===== src/rtl/npc_pkg.sv =====
// npc_pkg: shared constants for the next-PC unit (mode encodings, PC increment).
package npc_pkg;

  localparam int unsigned NPC_SEQ = 0;
  localparam int unsigned NPC_BR  = 1;
  localparam int unsigned NPC_J   = 2;
  localparam int unsigned NPC_JAL = 3;
  localparam int unsigned NPC_JR  = 4;

  localparam int unsigned NPC_INC = 4;

endpackage : npc_pkg


===== src/rtl/npc_target_calc.sv =====
// npc_target_calc: combinational D-stage redirect target and redirect-type decode.
// taken_raw flags a redirect-class mode; the caller qualifies BR with br_cond.
module npc_target_calc
  import npc_pkg::*;
#(
  parameter int unsigned ADDR_W = 32,
  parameter int unsigned MODE_W = 3
) (
  input  logic [MODE_W-1:0] npc_mode,
  input  logic [ADDR_W-1:0] pc_d,
  input  logic [ADDR_W-1:0] imm_ext,
  input  logic [25:0]       instr_index,
  input  logic [ADDR_W-1:0] rs_val,
  output logic [ADDR_W-1:0] target,
  output logic              taken_raw
);

  logic [ADDR_W-1:0] pc_plus4;

  // Target select by mode; reserved modes fall back to sequential (not taken).
  always_comb begin
    pc_plus4  = pc_d + ADDR_W'(NPC_INC);
    target    = pc_plus4;
    taken_raw = 1'b0;
    case (npc_mode)
      MODE_W'(NPC_BR): begin
        target    = pc_plus4 + (imm_ext << 2);
        taken_raw = 1'b1;
      end
      MODE_W'(NPC_J), MODE_W'(NPC_JAL): begin
        target    = {pc_plus4[ADDR_W-1:28], instr_index, 2'b00};
        taken_raw = 1'b1;
      end
      MODE_W'(NPC_JR): begin
        target    = rs_val;
        taken_raw = 1'b1;
      end
      default: begin
        target    = pc_plus4;
        taken_raw = 1'b0;
      end
    endcase
  end

endmodule : npc_target_calc


===== src/rtl/npc_pipe.sv =====
// npc_pipe: F-stage PC register with delayed-branch redirects, exception/eret
// redirects and a one-entry pending redirect for imem backpressure.
// Optional macro NPC_RANGE_CHECK_EN: traps unaligned/out-of-range fetch targets
// to EXC_VECTOR and pulses pc_fault.
module npc_pipe
  import npc_pkg::*;
#(
  parameter int unsigned       ADDR_W     = 32,
  parameter int unsigned       MODE_W     = 3,
  parameter logic [ADDR_W-1:0] RESET_PC   = ADDR_W'(32'h0000_3000),
  parameter logic [ADDR_W-1:0] EXC_VECTOR = ADDR_W'(32'h0000_4180),
  parameter logic [ADDR_W-1:0] IM_BASE    = ADDR_W'(32'h0000_3000),
  parameter logic [ADDR_W-1:0] IM_SIZE    = ADDR_W'(32'h0000_4000)
) (
  input  logic              clk,
  input  logic              rst_n,
  input  logic              stall,
  input  logic              imem_ready,
  input  logic [MODE_W-1:0] npc_mode,
  input  logic              br_cond,
  input  logic [ADDR_W-1:0] pc_d,
  input  logic [ADDR_W-1:0] imm_ext,
  input  logic [25:0]       instr_index,
  input  logic [ADDR_W-1:0] rs_val,
  input  logic              exc_req,
  input  logic              eret_req,
  input  logic [ADDR_W-1:0] epc,
  output logic [ADDR_W-1:0] pc_f,
  output logic              pc_f_valid,
  output logic              redirect_taken,
  output logic              pend_valid,
  output logic              pc_fault
);

`ifdef NPC_RANGE_CHECK_EN
  localparam bit RANGE_CHK = 1'b1;
`else
  localparam bit RANGE_CHK = 1'b0;
`endif

  localparam logic [ADDR_W:0] IM_END = {1'b0, IM_BASE} + {1'b0, IM_SIZE};

  logic [ADDR_W-1:0] target;
  logic              taken_raw;
  logic              is_br;
  logic              advance;
  logic              d_redir;

  logic [ADDR_W-1:0] pend_target;
  logic [ADDR_W-1:0] pc_nxt;
  logic [ADDR_W-1:0] pend_target_nxt;
  logic              pend_valid_nxt;
  logic              fault_nxt;
  logic [ADDR_W-1:0] cand;
  logic              chk;
  logic              illegal;

  npc_target_calc #(
    .ADDR_W (ADDR_W),
    .MODE_W (MODE_W)
  ) u_target_calc (
    .npc_mode    (npc_mode),
    .pc_d        (pc_d),
    .imm_ext     (imm_ext),
    .instr_index (instr_index),
    .rs_val      (rs_val),
    .target      (target),
    .taken_raw   (taken_raw)
  );

  // Redirect qualification: D-stage inputs only count when not stalled.
  always_comb begin
    is_br          = (npc_mode == MODE_W'(NPC_BR));
    advance        = pc_f_valid & imem_ready & ~stall;
    d_redir        = ~stall & pc_f_valid & taken_raw & (~is_br | br_cond);
    redirect_taken = d_redir;
  end

  // Next-state priority; any new fetch address (except exc/eret) goes through cand.
  always_comb begin
    pc_nxt          = pc_f;
    pend_target_nxt = pend_target;
    pend_valid_nxt  = pend_valid;
    fault_nxt       = 1'b0;
    cand            = pc_f;
    chk             = 1'b0;
    illegal         = 1'b0;

    if (exc_req) begin
      pc_nxt         = EXC_VECTOR;
      pend_valid_nxt = 1'b0;
    end else if (eret_req) begin
      pc_nxt         = epc;
      pend_valid_nxt = 1'b0;
    end else if (d_redir && advance) begin
      // The fetch accepted this cycle is the delay slot, so jump straight away.
      cand = target;
      chk  = 1'b1;
    end else if (d_redir) begin
      // Delay slot not yet fetched: park the target until a slot opens.
      pend_target_nxt = target;
      pend_valid_nxt  = 1'b1;
    end else if (pend_valid && advance) begin
      cand           = pend_target;
      pend_valid_nxt = 1'b0;
      chk            = 1'b1;
    end else if (advance) begin
      cand = pc_f + ADDR_W'(NPC_INC);
      chk  = 1'b1;
    end

    if (chk) begin
      illegal = (|cand[1:0]) || (cand < IM_BASE) || ({1'b0, cand} >= IM_END);
      pc_nxt  = cand;
      if (RANGE_CHK && illegal) begin
        pc_nxt         = EXC_VECTOR;
        pend_valid_nxt = 1'b0;
        fault_nxt      = 1'b1;
      end
    end
  end

  // State registers; pc_f_valid sets on the first edge out of reset.
  always_ff @(posedge clk or negedge rst_n) begin
    if (!rst_n) begin
      pc_f        <= RESET_PC;
      pc_f_valid  <= 1'b0;
      pend_valid  <= 1'b0;
      pend_target <= '0;
      pc_fault    <= 1'b0;
    end else begin
      pc_f        <= pc_nxt;
      pc_f_valid  <= 1'b1;
      pend_valid  <= pend_valid_nxt;
      pend_target <= pend_target_nxt;
      pc_fault    <= fault_nxt;
    end
  end

endmodule : npc_pipe


===== config.mk =====
export PLATFORM = sky130hd
export DESIGN_NAME = npc_pipe
export DESIGN_NICKNAME = d
export VERILOG_FILES = /design/src/rtl/npc_pkg.sv /design/src/rtl/npc_target_calc.sv /design/src/rtl/npc_pipe.sv
export SDC_FILE = /design/constraint.sdc
export NUM_CORES = 1
export LEC_CHECK = 0
export BUFFER_PORTS_ARGS = -buffer_cell sky130_fd_sc_hd__buf_4
export CORE_MARGIN = 10
export CORE_UTILIZATION = 49
export CTS_CLUSTER_DIAMETER = 100
export CTS_CLUSTER_SIZE = 8
export DETAILED_ROUTE_END_ITERATION = 12
export GPL_ROUTABILITY_DRIVEN = 1
export GPL_TIMING_DRIVEN = 0
export MAX_ROUTING_LAYER = met4
export PLACE_DENSITY = 0.87
export SLEW_MARGIN = 0
export SYNTH_ARGS = -nofsm -noshare
export SYNTH_HDL_FRONTEND = slang
export SYNTH_SLANG_ARGS = --single-unit
export TNS_END_PERCENT = 10

===== constraint.sdc =====
create_clock -name clk -period 2 [get_ports clk]
set_input_delay 0.4 -clock clk [delete_from_list [all_inputs] [get_ports clk]]
set_output_delay 0.4 -clock clk [all_outputs]
set_load 0.02 [all_outputs]

==> key figures, run 1 <==
Outcome
  – Run status: finished, violations left
  – Failing checks: negative setup slack

Pwr
  – Final Power: about 5.6 mW
  – Peak VDD IR: 377 uV
  – Leakage: ~4.6 nW
  – Power Dens Cells: between 500 and 600 nW/um^2

Finish
  – Nets: between 1000 and 1500
  – Fillers: between 1000 and 1500
  – Area Growth Syn to Fin: 49.5%
  – Layout cells sized above 1: a little over a third

Timing
  – Slew @ Worst Pin: ~0.91 ns
  – Final hold vios: 0
  – Setup Skew: 0.00580 ns
  – Setup TNS: -58.88 ns
  – Final min period: approximately 3.4 ns
  – Post-route clock period utilization: 168%
  – RSZ-0062 raised after global routing: yes
  – Final setup vio count: between 60 and 70
  – Slew margin rel.: 39.1%
  – PnR worst setup slack: -1.35 ns
  – Pins Over Slew Limit: 0
  – Top achievable clock speed: about 300 MHz

Route
  – Iter 0 DRT Violations: approximately 1400
  – DRT antenna net count: 0
  – Post-route DRC: 0
  – Routed WL: about 34000 microns
  – Vias post-DR: 9546
  – Detailed-router iteration count before antenna repair: 9
  – Vias/cell: approximately 6.8
  – Drt wl/cell: between 20 and 25 microns

Logic synthesis
  – Register area share after synthesis: about a quarter
  – Mapped Cells: slightly below 1000
  – Synthesis Warnings: 0
  – Ys async rst share: 100%
  – Cell variety after synth: roughly 70
  – Yosys reg bits: 66
  – Post-synth EDFFs: 0
  – Top FF cell, synth: dfrtp_1
  – Post-synthesis cell area: a little over 7000 sq um
  – Synth Area per Inst: roughly 7.4 sq um
  – Syn nets: 1162

Setup path
  – Startpoint types: primary input
  – Worst EP required: roughly 2.2 ns
  – Max FO, Critical Path: 4
  – Worst flop-to-flop path startpoint: pc_f[8]
  – Reg2Reg Capture Point: pc_f[29]
  – Crit path capture type: register
  – Reg2reg setup slack: -0.98 ns
  – Crit path kind: primary input to register
  – Worst r2r path cells: 9
  – CP Data Arrival Time: approximately 3.6 ns

Global route
  – Global-route wire length before repair: 49300 microns
  – Largest net degree at the start of global routing: 67
  – Grt total ovfl: 0
  – Total GRT Usage: between 30% and 40%
  – Initial antenna violation count: 1
  – Vias in the first global route: 9047

CTS
  – Worst-Skew Late Latency: around 0.34 ns
  – CTS clk-pin slew, worst paths: around 0.050 ns
  – Clock tree buffer depth: 2
  – CTS buffer count: 9
  – H-tree Lvls: 3
  – CTS Sinks: 66
  – CTS tree: built
  – Clk Tree Root Cell: clkbuf_16
  – CTS Hold Bufs: 0

Floorplan
  – # rows: 43
  – Die Area: between 15000 and 20000 sq um
  – Core ar.: between 10000 and 15000 sq um
  – Starting Density: between 50% and 60%
  – IO Pins: 200
  – DIE WIDTH: between 100 and 150 microns
  – Die Ht: between 100 and 150 microns

Worst hold path
  – Hold/Removal Path Class: primary input to async pin

Flow run
  – Max cap viols: 0

Placement
  – HPWL Detailed: approximately 24000 microns
  – Placer Congestion: roughly 1
  – Port bufs: approximately 190
cells by family after synthesis:
logic type               after synthesis  synth area share [%]
flip-flops                            66                  23.3
AO/OA/AOI/OAI                        328                  30.9
adder cells (fa/ha/maj)               36                  6.44
multiplexers                          17                  2.45
AND/OR/NAND/NOR                      366                  24.0
buffers and inverters                 78                  4.35
XOR/XNOR                              69                  8.50
other                                  2                 0.106
metrics by stage:
stage	cells	hold slack [ns]	utilization (%)	area [sq um]	worst slack, ns
5_1_grt	1410	0.236	75.7	10600	-1.43
2_1_floorplan	962	0.104	-	7280	-1.21
3_3_place_gp	1334	0.457	63.7	8950	-2.02
4_1_cts	1395	0.205	72.3	10200	-1.28
3_5_place_dp	1334	0.463	63.7	8950	-2.05
6_report	1410	0.163	75.7	10600	-1.35
cells in the final DEF, fill, tap and decap left out, types with 18 or more instances in the layout:
cell type	n
nor2_1	77
nand3_1	31
o21ai_0	41
xnor2_1	26
o21ai_1	23
a21oi_1	59
dfrtp_1	64
a221oi_1	18
nand2_1	132
clkbuf_1	42
xor2_1	19
buf_4	250
ha_4	19
o211ai_1	18
final cells by class:
| class | count | area, sq um | area share (%) |
|---|---|---|---|
| inverters | 17 | 63.8 | 0.600 |
| repair buffers | 256 | 1980 | 18.7 |
| plain buffers | 58 | 262 | 2.46 |
| multi-input cells | 818 | 6180 | 58.2 |
| clock buffers | 14 | 254 | 2.39 |
| diodes | 1 | 2.50 | 0.0235 |
| flip-flops and latches | 66 | 1650 | 15.6 |
| well taps | 180 | 225 | 2.12 |
what timing repair did:
item                                    CTS  global route
pin swaps                                79            63
gates resized for setup                 109            88
buffers inserted                         50            14
endpoints found under the setup margin   66            66
cells in the mapped netlist (3+ instances only):
| cell type | instances | area (sq um) |
|---|---|---|
| a22oi_1 | 8 | 60.1 |
| o21ai_0 | 54 | 270 |
| a21oi_1 | 78 | 390 |
| mux2_2 | 3 | 33.8 |
| o31ai_1 | 5 | 37.5 |
| a221o_1 | 9 | 90.1 |
| o22ai_1 | 8 | 50.1 |
| nand2_1 | 139 | 522 |
| and2_1 | 8 | 50.1 |
| nand2b_1 | 5 | 31.3 |
| or3_1 | 6 | 37.5 |
| a21o_1 | 17 | 128 |
| a311o_1 | 4 | 40.0 |
| ha_1 | 35 | 438 |
| nor2_1 | 86 | 323 |
| a221oi_1 | 20 | 175 |
| a31oi_1 | 19 | 119 |
| a22o_1 | 7 | 61.3 |
| o211ai_1 | 18 | 135 |
| buf_2 | 7 | 35.0 |
| nand3_1 | 38 | 190 |
| xor2_1 | 28 | 245 |
| o21ai_1 | 20 | 100 |
| xnor2_1 | 41 | 359 |
| and3_1 | 23 | 144 |
| a211oi_1 | 11 | 82.6 |
| nor2b_1 | 9 | 56.3 |
| o21a_1 | 15 | 113 |
| mux2i_1 | 14 | 140 |
| nand4_1 | 13 | 81.3 |
| clkbuf_1 | 47 | 176 |
| o21bai_1 | 4 | 30.0 |
| inv_1 | 17 | 63.8 |
| a222oi_1 | 6 | 60.1 |
| and4_1 | 7 | 61.3 |
| dfrtp_1 | 64 | 1600 |
| buf_1 | 5 | 18.8 |
| nor3_1 | 13 | 65.1 |
power by group:
part           internal [mW]  switching [mW]
sequential              1.56           0.163
combinational           1.08            1.33
clock                  0.861           0.570
total                   3.49            2.06
registers in the layout, summed over array words and instances, names as in the netlist:
name / flops
pend_valid: 1
pc_f_valid: 1
pend_target: 32
pc_f: 32
per-layer routing:
metal,GRT usage (%),up-vias,wire (microns)
met5,-,-,0
met1,38.4,4426,12500
met3,5.92,184,4090
met4,12.1,0,1830
li1,-,4091,-
met2,51.3,845,16000
critical path, cell delays in order:
cell,delay (ns)
buf_4,0.13
nand2_1,0.08
or4_4,0.59
nor2_4,0.21
nand3_4,0.12
xnor2_4,0.28
ha_4,0.26
a21o_1,0.17
o21bai_1,0.17
a21o_1,0.17
a21oi_2,0.16
o21ai_0,0.10
a31oi_1,0.21
xnor2_1,0.18
a21oi_2,0.12
a31oi_1,0.24
worst max-delay path by stage:
stage | startpoint | to | slack, ns | depth (start not counted)
after global routing | pc_d[2] | pc_f[25] | -1.43 | 17
after global placement | pc_d[12] | pc_f[22] | -2.02 | 15
after floorplan | pc_d[6] | pc_f[30] | -1.21 | 15
final | pc_d[16] | pc_f[28] | -1.35 | 16
after CTS | pc_d[3] | pc_f[27] | -1.28 | 18
after detailed placement | pc_d[12] | pc_f[22] | -2.05 | 15
Power figures use the tool's default switching activity.
==> run 2: changes to the inputs <==
Settings changed: ABC_AREA set to 1, CORE_UTILIZATION 49 to 50, PLACE_DENSITY 0.87 to 0.86.
==> run 2 against run 1 <==
The run still ends with negative setup slack left. Critical path depth up 4. Clock-buffer cell count down 1. Core utilization down 0.89 points. Combinational power up 6%. Critical endpoint is now pc_f[29].
==> key figures, run 2 <==
Outcome
  – Run status: finished, violations left
  – Failing checks: negative setup slack

Setup path
  – Max FO, Critical Path: 5
  – Worst Setup SP: pc_d[2]
  – Worst EP required: around 2.2 ns
  – Crit path capture type: register
  – Reg2reg setup slack: -0.28 ns
  – CP Data Arrival Time: just over 3 ns
  – Worst flop-to-flop path startpoint: pc_f[2]
  – Startpoint types: primary input
  – Crit path kind: primary input to register

Timing
  – Final hold vios: 0
  – Slew margin rel.: a little over two fifths
  – Setup Skew: 0.00559 ns
  – RSZ-0062 raised after global routing: yes
  – Final min period: ~2.8 ns
  – Hold slack: between 0.1 and 0.15 ns
  – Top achievable clock speed: 352 MHz
  – Post-route clock period utilization: 142%
  – PnR worst setup slack: -0.840 ns
  – Final setup vio count: 54
  – Pins Over Slew Limit: 0
  – Slew @ Worst Pin: about 0.86 ns

Flow run
  – Max cap viols: 0

CTS
  – Clock tree buffer depth: 2
  – CTS clk-pin slew, worst paths: 0.06 ns
  – Worst-Skew Late Latency: roughly 0.34 ns
  – CTS tree: built
  – CTS buffer count: 9
  – CTS Sinks: between 60 and 70
  – H-tree Lvls: 3
  – Clk Tree Root Cell: clkbuf_16

Logic synthesis
  – Syn nets: approximately 1600
  – Synthesis Warnings: 0
  – Most common cell in the netlist: nand2_1
  – List of most frequent post-synthesis cells: nand2_1, inv_1, nor2_1
  – Mapped Cells: about 1400
  – Post-synth EDFFs: 0
  – Post-synthesis cell area: about 8100 sq um
  – Top FF cell, synth: dfrtp_1
  – Synth Area per Inst: between 5 and 6 sq um
  – Register area share after synthesis: around a fifth
  – Ys async rst share: 100%
  – Area contributors post-synth: dfrtp_1, nand2_1, inv_1
  – Synth area leader: dfrtp_1
  – Yosys reg bits: 66
  – Post-synth top area share: around a fifth
  – Cell variety after synth: 58

Global route
  – Grt total ovfl: 0
  – Vias in the first global route: slightly above 10000
  – Initial antenna violation count: 0
  – Global-route wire length before repair: 55500 microns
  – Largest net degree at the start of global routing: 67
  – Total GRT Usage: ~33%

Finish
  – Layout cells sized above 1: 34.9%
  – Non-Filler Instances: roughly 1800
  – Area Growth Syn to Fin: 46.3%
  – N_diodes: 0
  – Final design utilization: between 70% and 80%
  – Leading cell type in the layout, fill and taps excluded: nand2_1
  – Nets: between 1500 and 2000
  – Highest-count cells in the layout ignoring fill and taps: nand2_1, buf_4, inv_1
  – Fin area: ~12000 sq um
  – Registers with the most flip-flops: pc_f: 32 flops, pend_target: 32 flops

Pwr
  – Peak VDD IR: 403 uV
  – Power Dens Cells: 514 nW/um^2
  – Leakage: roughly 5.6 nW

Placement
  – HPWL Detailed: between 20000 and 30000 microns
  – Setup WS pre-CTS: -1.61 ns
  – Port bufs: slightly below 200
  – Placer Congestion: 1.04
  – Post-place instance area: approximately 10000 sq um
  – Placed instance count: 1785

Route
  – Vias post-DR: between 10000 and 15000
  – DRT antenna net count: 0
  – Routed WL: 36600 microns
  – Iter 0 DRT Violations: 1018
  – Vias/cell: 5.68
  – Detailed-router iteration count before antenna repair: 6
  – Post-route DRC: 0
  – Drt wl/cell: a little under 20 microns

Floorplan
  – IO Pins: 200
  – Starting Density: between 50% and 60%
  – Die Ht: between 100 and 150 microns
  – # rows: 46
  – Core ar.: 15900 sq um
  – DIE WIDTH: 148 microns
  – Die Area: 21800 sq um

Worst hold path
  – Hold/Removal Path Class: primary input to async pin
-- run 2: repair_timing --
item	4_1_cts	5_1_grt
resized for setup	183	91
setup endpoints to repair	64	63
setup buffers	30	9
hold buffers	0	0
pin swaps	70	74
-- run 2: final cells by class --
type	count	area (sq um)
Timing Repair Buffer	235	1850
Fill cell	1262	4020
Clock buffer	13	270
Sequential cell	66	1650
Inverter	179	677
Tap cell	216	270
Clock inverter	3	68.8
Buffer	42	226
Multi-Input combinational cell	1086	6910
-- run 2: critical path, cell delays in order --
cell	delay, ns
buf_8	0.09
ha_4	0.14
nand2_4	0.06
nor2_4	0.15
nand2_4	0.10
nor2_4	0.22
buf_12	0.14
xor2_4	0.19
ha_4	0.25
nand2_2	0.06
nand2_2	0.06
o21bai_1	0.21
o21bai_1	0.24
nand2_1	0.14
buf_4	0.12
nand3_2	0.06
nand3_2	0.11
nand4_1	0.16
nand2_1	0.11
nand2_1	0.05
-- run 2: power breakdown --
part	internal [mW]	switching (mW)	total, mW
Sequential	1.59	0.174	1.76
Clock	1.20	0.607	1.81
Combinational	1.05	1.51	2.56
-- run 2: layer usage --
| metal | global-route usage, % | share of wire, % | vias to the layer above |
|---|---|---|---|
| li1 | - | - | 4935 |
| met1 | 37.8 | 38 | 4768 |
| met2 | 55.8 | 49 | 622 |
| met3 | 5.07 | 8.0 | 123 |
| met4 | 13.2 | 4.7 | 0 |
| met5 | - | 0 | - |
-- run 2: cells by family after synthesis --
group / count (synthesis) / synth area share (%)
buf+inv: 221 / 10.9
xor+xnor: 33 / 3.73
simple gates: 796 / 43.5
fa+ha+maj: 36 / 5.62
flops: 66 / 20.3
other cells: 2 / 0.0922
compound gates: 219 / 15.9
-- run 2: final timing paths --
kind,endpoint,cells after the start
setup / recovery,pc_f[29],20
hold / removal,pc_f[26],1
setup reg to reg,pc_f[24],11
hold reg to reg,pend_target[23],1
max in group asynchronous,pc_f[10],1
min in group clk,pc_f[19],3
-- run 2: through the flow --
step | TNS (ns) | total power [mW]
4_1_cts | -26.37 | 5.92
3_5_place_dp | -65.67 | 3.86
6_report | -31.92 | 6.13
2_1_floorplan | -25.31 | 3.01
5_1_grt | -39.98 | 6.40
3_3_place_gp | -64.93 | 3.80
==> run 3: changes to the inputs <==
==> constraint.sdc (replaced) <==
create_clock -name clk -period 2 [get_ports clk]
set_input_delay 0.1 -clock clk [delete_from_list [all_inputs] [get_ports clk]]
set_output_delay 0.1 -clock clk [all_outputs]
set_load 0.02 [all_outputs]
==> run 3 against run 2 <==
Critical path type unchanged. Setup slack gained 0.32 ns. Sequential cell count stayed put. The flow still finishes with violations (negative setup slack). First-iteration DRC count increased by 14%. Cell area is 1.1% higher. Via count is 1.9% higher.
==> key figures, run 3 (synthesized netlist as in run 2, its figures left out) <==
Outcome
  – Run status: finished, violations left
  – Failing checks: negative setup slack

Worst hold path
  – Hold/Removal Path Class: primary input to register

Global route
  – Grt total ovfl: 0
  – Total GRT Usage: a little under a third
  – Largest net degree at the start of global routing: between 60 and 70
  – Global-route wire length before repair: between 50000 and 60000 microns
  – Initial antenna violation count: 0
  – Vias in the first global route: 10213

Finish
  – Final design utilization: ~76%
  – N_diodes: 0
  – Non-Filler Instances: around 1900
  – Registers with the most flip-flops: pc_f: 32 flops, pend_target: 32 flops
  – Nets: ~1800
  – Area Growth Syn to Fin: 47.9%
  – Highest-count cells in the layout ignoring fill and taps: nand2_1, buf_4, inv_1
  – Fin area: between 10000 and 15000 sq um
  – Layout cells sized above 1: a little over a third
  – Fillers: 1226
  – Leading cell type in the layout, fill and taps excluded: nand2_1

Route
  – Detailed-router iteration count before antenna repair: 7
  – Vias/cell: about 5.7
  – DRT antenna net count: 0
  – Routed WL: roughly 37000 microns
  – Post-route DRC: 0
  – Drt wl/cell: approximately 20 microns
  – Vias post-DR: roughly 11000
  – Iter 0 DRT Violations: between 1000 and 1500

Floorplan
  – Die Area: about 22000 sq um
  – IO Pins: 200
  – DIE WIDTH: around 150 microns
  – Starting Density: between 50 and 60%
  – # rows: 46
  – Core ar.: roughly 16000 sq um
  – Die Ht: approximately 150 microns

Timing
  – PnR worst setup slack: -0.519 ns
  – Final setup vio count: 47
  – Slew @ Worst Pin: slightly below 0.9 ns
  – Final min period: around 2.5 ns
  – RSZ-0062 raised after global routing: yes
  – Pins Over Slew Limit: 0
  – Final hold vios: 0
  – Setup Skew: 0.00589 ns
  – Slew margin rel.: 40.7%
  – Top achievable clock speed: just under 400 MHz
  – Setup TNS: -17.09 ns
  – Post-route clock period utilization: 126%

Placement
  – Port bufs: ~200
  – Post-place instance area: about 10000 sq um
  – Placer Congestion: between 0.9 and 1
  – Placed instance count: 1785
  – HPWL Detailed: 28700 microns

Setup path
  – Max FO, Critical Path: 5
  – CP Data Arrival Time: between 2 and 3 ns
  – Worst EP required: approximately 2.2 ns
  – Worst-path cell chain: buf_8, nand2_8, nor3_4, buf_6, nand2_4, nor2_4, buf_4, xor2_4, ha_4, nand2_1, nand2_1, nand2_2, nand2_2, a21oi_2, nand2_2, buf_12, nand2_1, nand2_1, or2_4, nand3_2, nand3_2, nand2_1, a21oi_1
  – Slowest-stage cell, CP: ha_4
  – Crit path capture type: register
  – Crit path kind: primary input to register
  – Startpoint types: primary input
  – Most frequent CP cell: nand2_1
  – Delay of the slowest critical-path stage: 0.24 ns

Pwr
  – Power Dens Cells: slightly below 500 nW/um^2
  – Peak VDD IR: between 400 and 500 uV
  – Final Power: a little under 6 mW
  – Leakage: 5.71 nW

Flow run
  – Max cap viols: 0

CTS
  – CTS Sinks: 66
  – CTS clk-pin slew, worst paths: about 0.060 ns
  – H-tree Lvls: 3
  – Clk Tree Root Cell: clkbuf_16
  – Clock tree buffer depth: 2
  – Worst-Skew Late Latency: 0.34 ns
  – CTS tree: built
  – CTS buffer count: 9
==> run 3: changes by cell type in the layout (fill, tap and decap cells not counted), moves of 3 or more <==
| cell | delta |
|---|---|
| a21oi_1 | -4 |
| buf_6 | +5 |
| buf_4 | +12 |
| a21oi_2 | +3 |
| nand2_1 | -4 |
==> run 3: power by group <==
group	switching (mW)	internal [mW]	leakage (nW)
Clock	0.583	0.854	0.127
Combinational	1.54	1.11	4.77
Sequential	0.173	1.59	0.807
Total	2.29	3.55	5.71
==> run 3: final timing paths <==
check,start,to,slack [ns],depth (start not counted)
setup / recovery,pc_d[8],pc_f[23],-0.52,23
hold / removal,epc[19],pc_f[19],0.02,3
setup reg to reg,pc_f[3],pc_f[24],-0.21,11
hold reg to reg,pend_target[23],pend_target[23],0.48,1
max in group asynchronous,rst_n,pc_f[2],0.98,2
min in group asynchronous,rst_n,pc_f[24],0.42,2
==> run 3: through the flow <==
stage,worst slack [ns],hold slack [ns]
after floorplan,-0.354,-0.196
after global placement,-1.33,0.253
after detailed placement,-1.32,0.257
after CTS,-0.471,0.0183
after global routing,-0.653,0.0355
final,-0.519,0.0159
==> run 3: layer usage <==
layer  global-route usage, %  vias up  share of wire, %
li1                        -     4978                 -
met1                    35.7     4866                38
met2                    54.5      657                48
met3                    5.68      146               8.7
met4                    14.6        0               5.0
met5                       -        -                 0
==> run 3: final cells by class <==
type | instances | area [sq um] | share of cell area [%]
Multi-Input combinational cell | 1086 | 6940 | 57.6
Clock inverter | 3 | 17.5 | 0.145
Clock buffer | 11 | 243 | 2.01
Tap cell | 216 | 270 | 2.24
Buffer | 42 | 225 | 1.87
Timing Repair Buffer | 253 | 2020 | 16.8
Sequential cell | 66 | 1660 | 13.7
Inverter | 179 | 679 | 5.64
==> run 3: worst max-delay path: cells and delay by family <==
kind | cells | cell delay, ns
AO/OA/AOI/OAI | 2 | 0.17
XOR/XNOR | 1 | 0.20
adder cells (fa/ha/maj) | 1 | 0.24
buffers and inverters | 4 | 0.52
AND/OR/NAND/NOR | 15 | 1.49
==> run 3: what timing repair did <==
action	in CTS	in global routing
hold endpoints to repair	64	0
buffers inserted	43	13
pin swaps	82	79
gates resized for setup	171	124
hold buffers	1	0
endpoints found under the setup margin	63	64
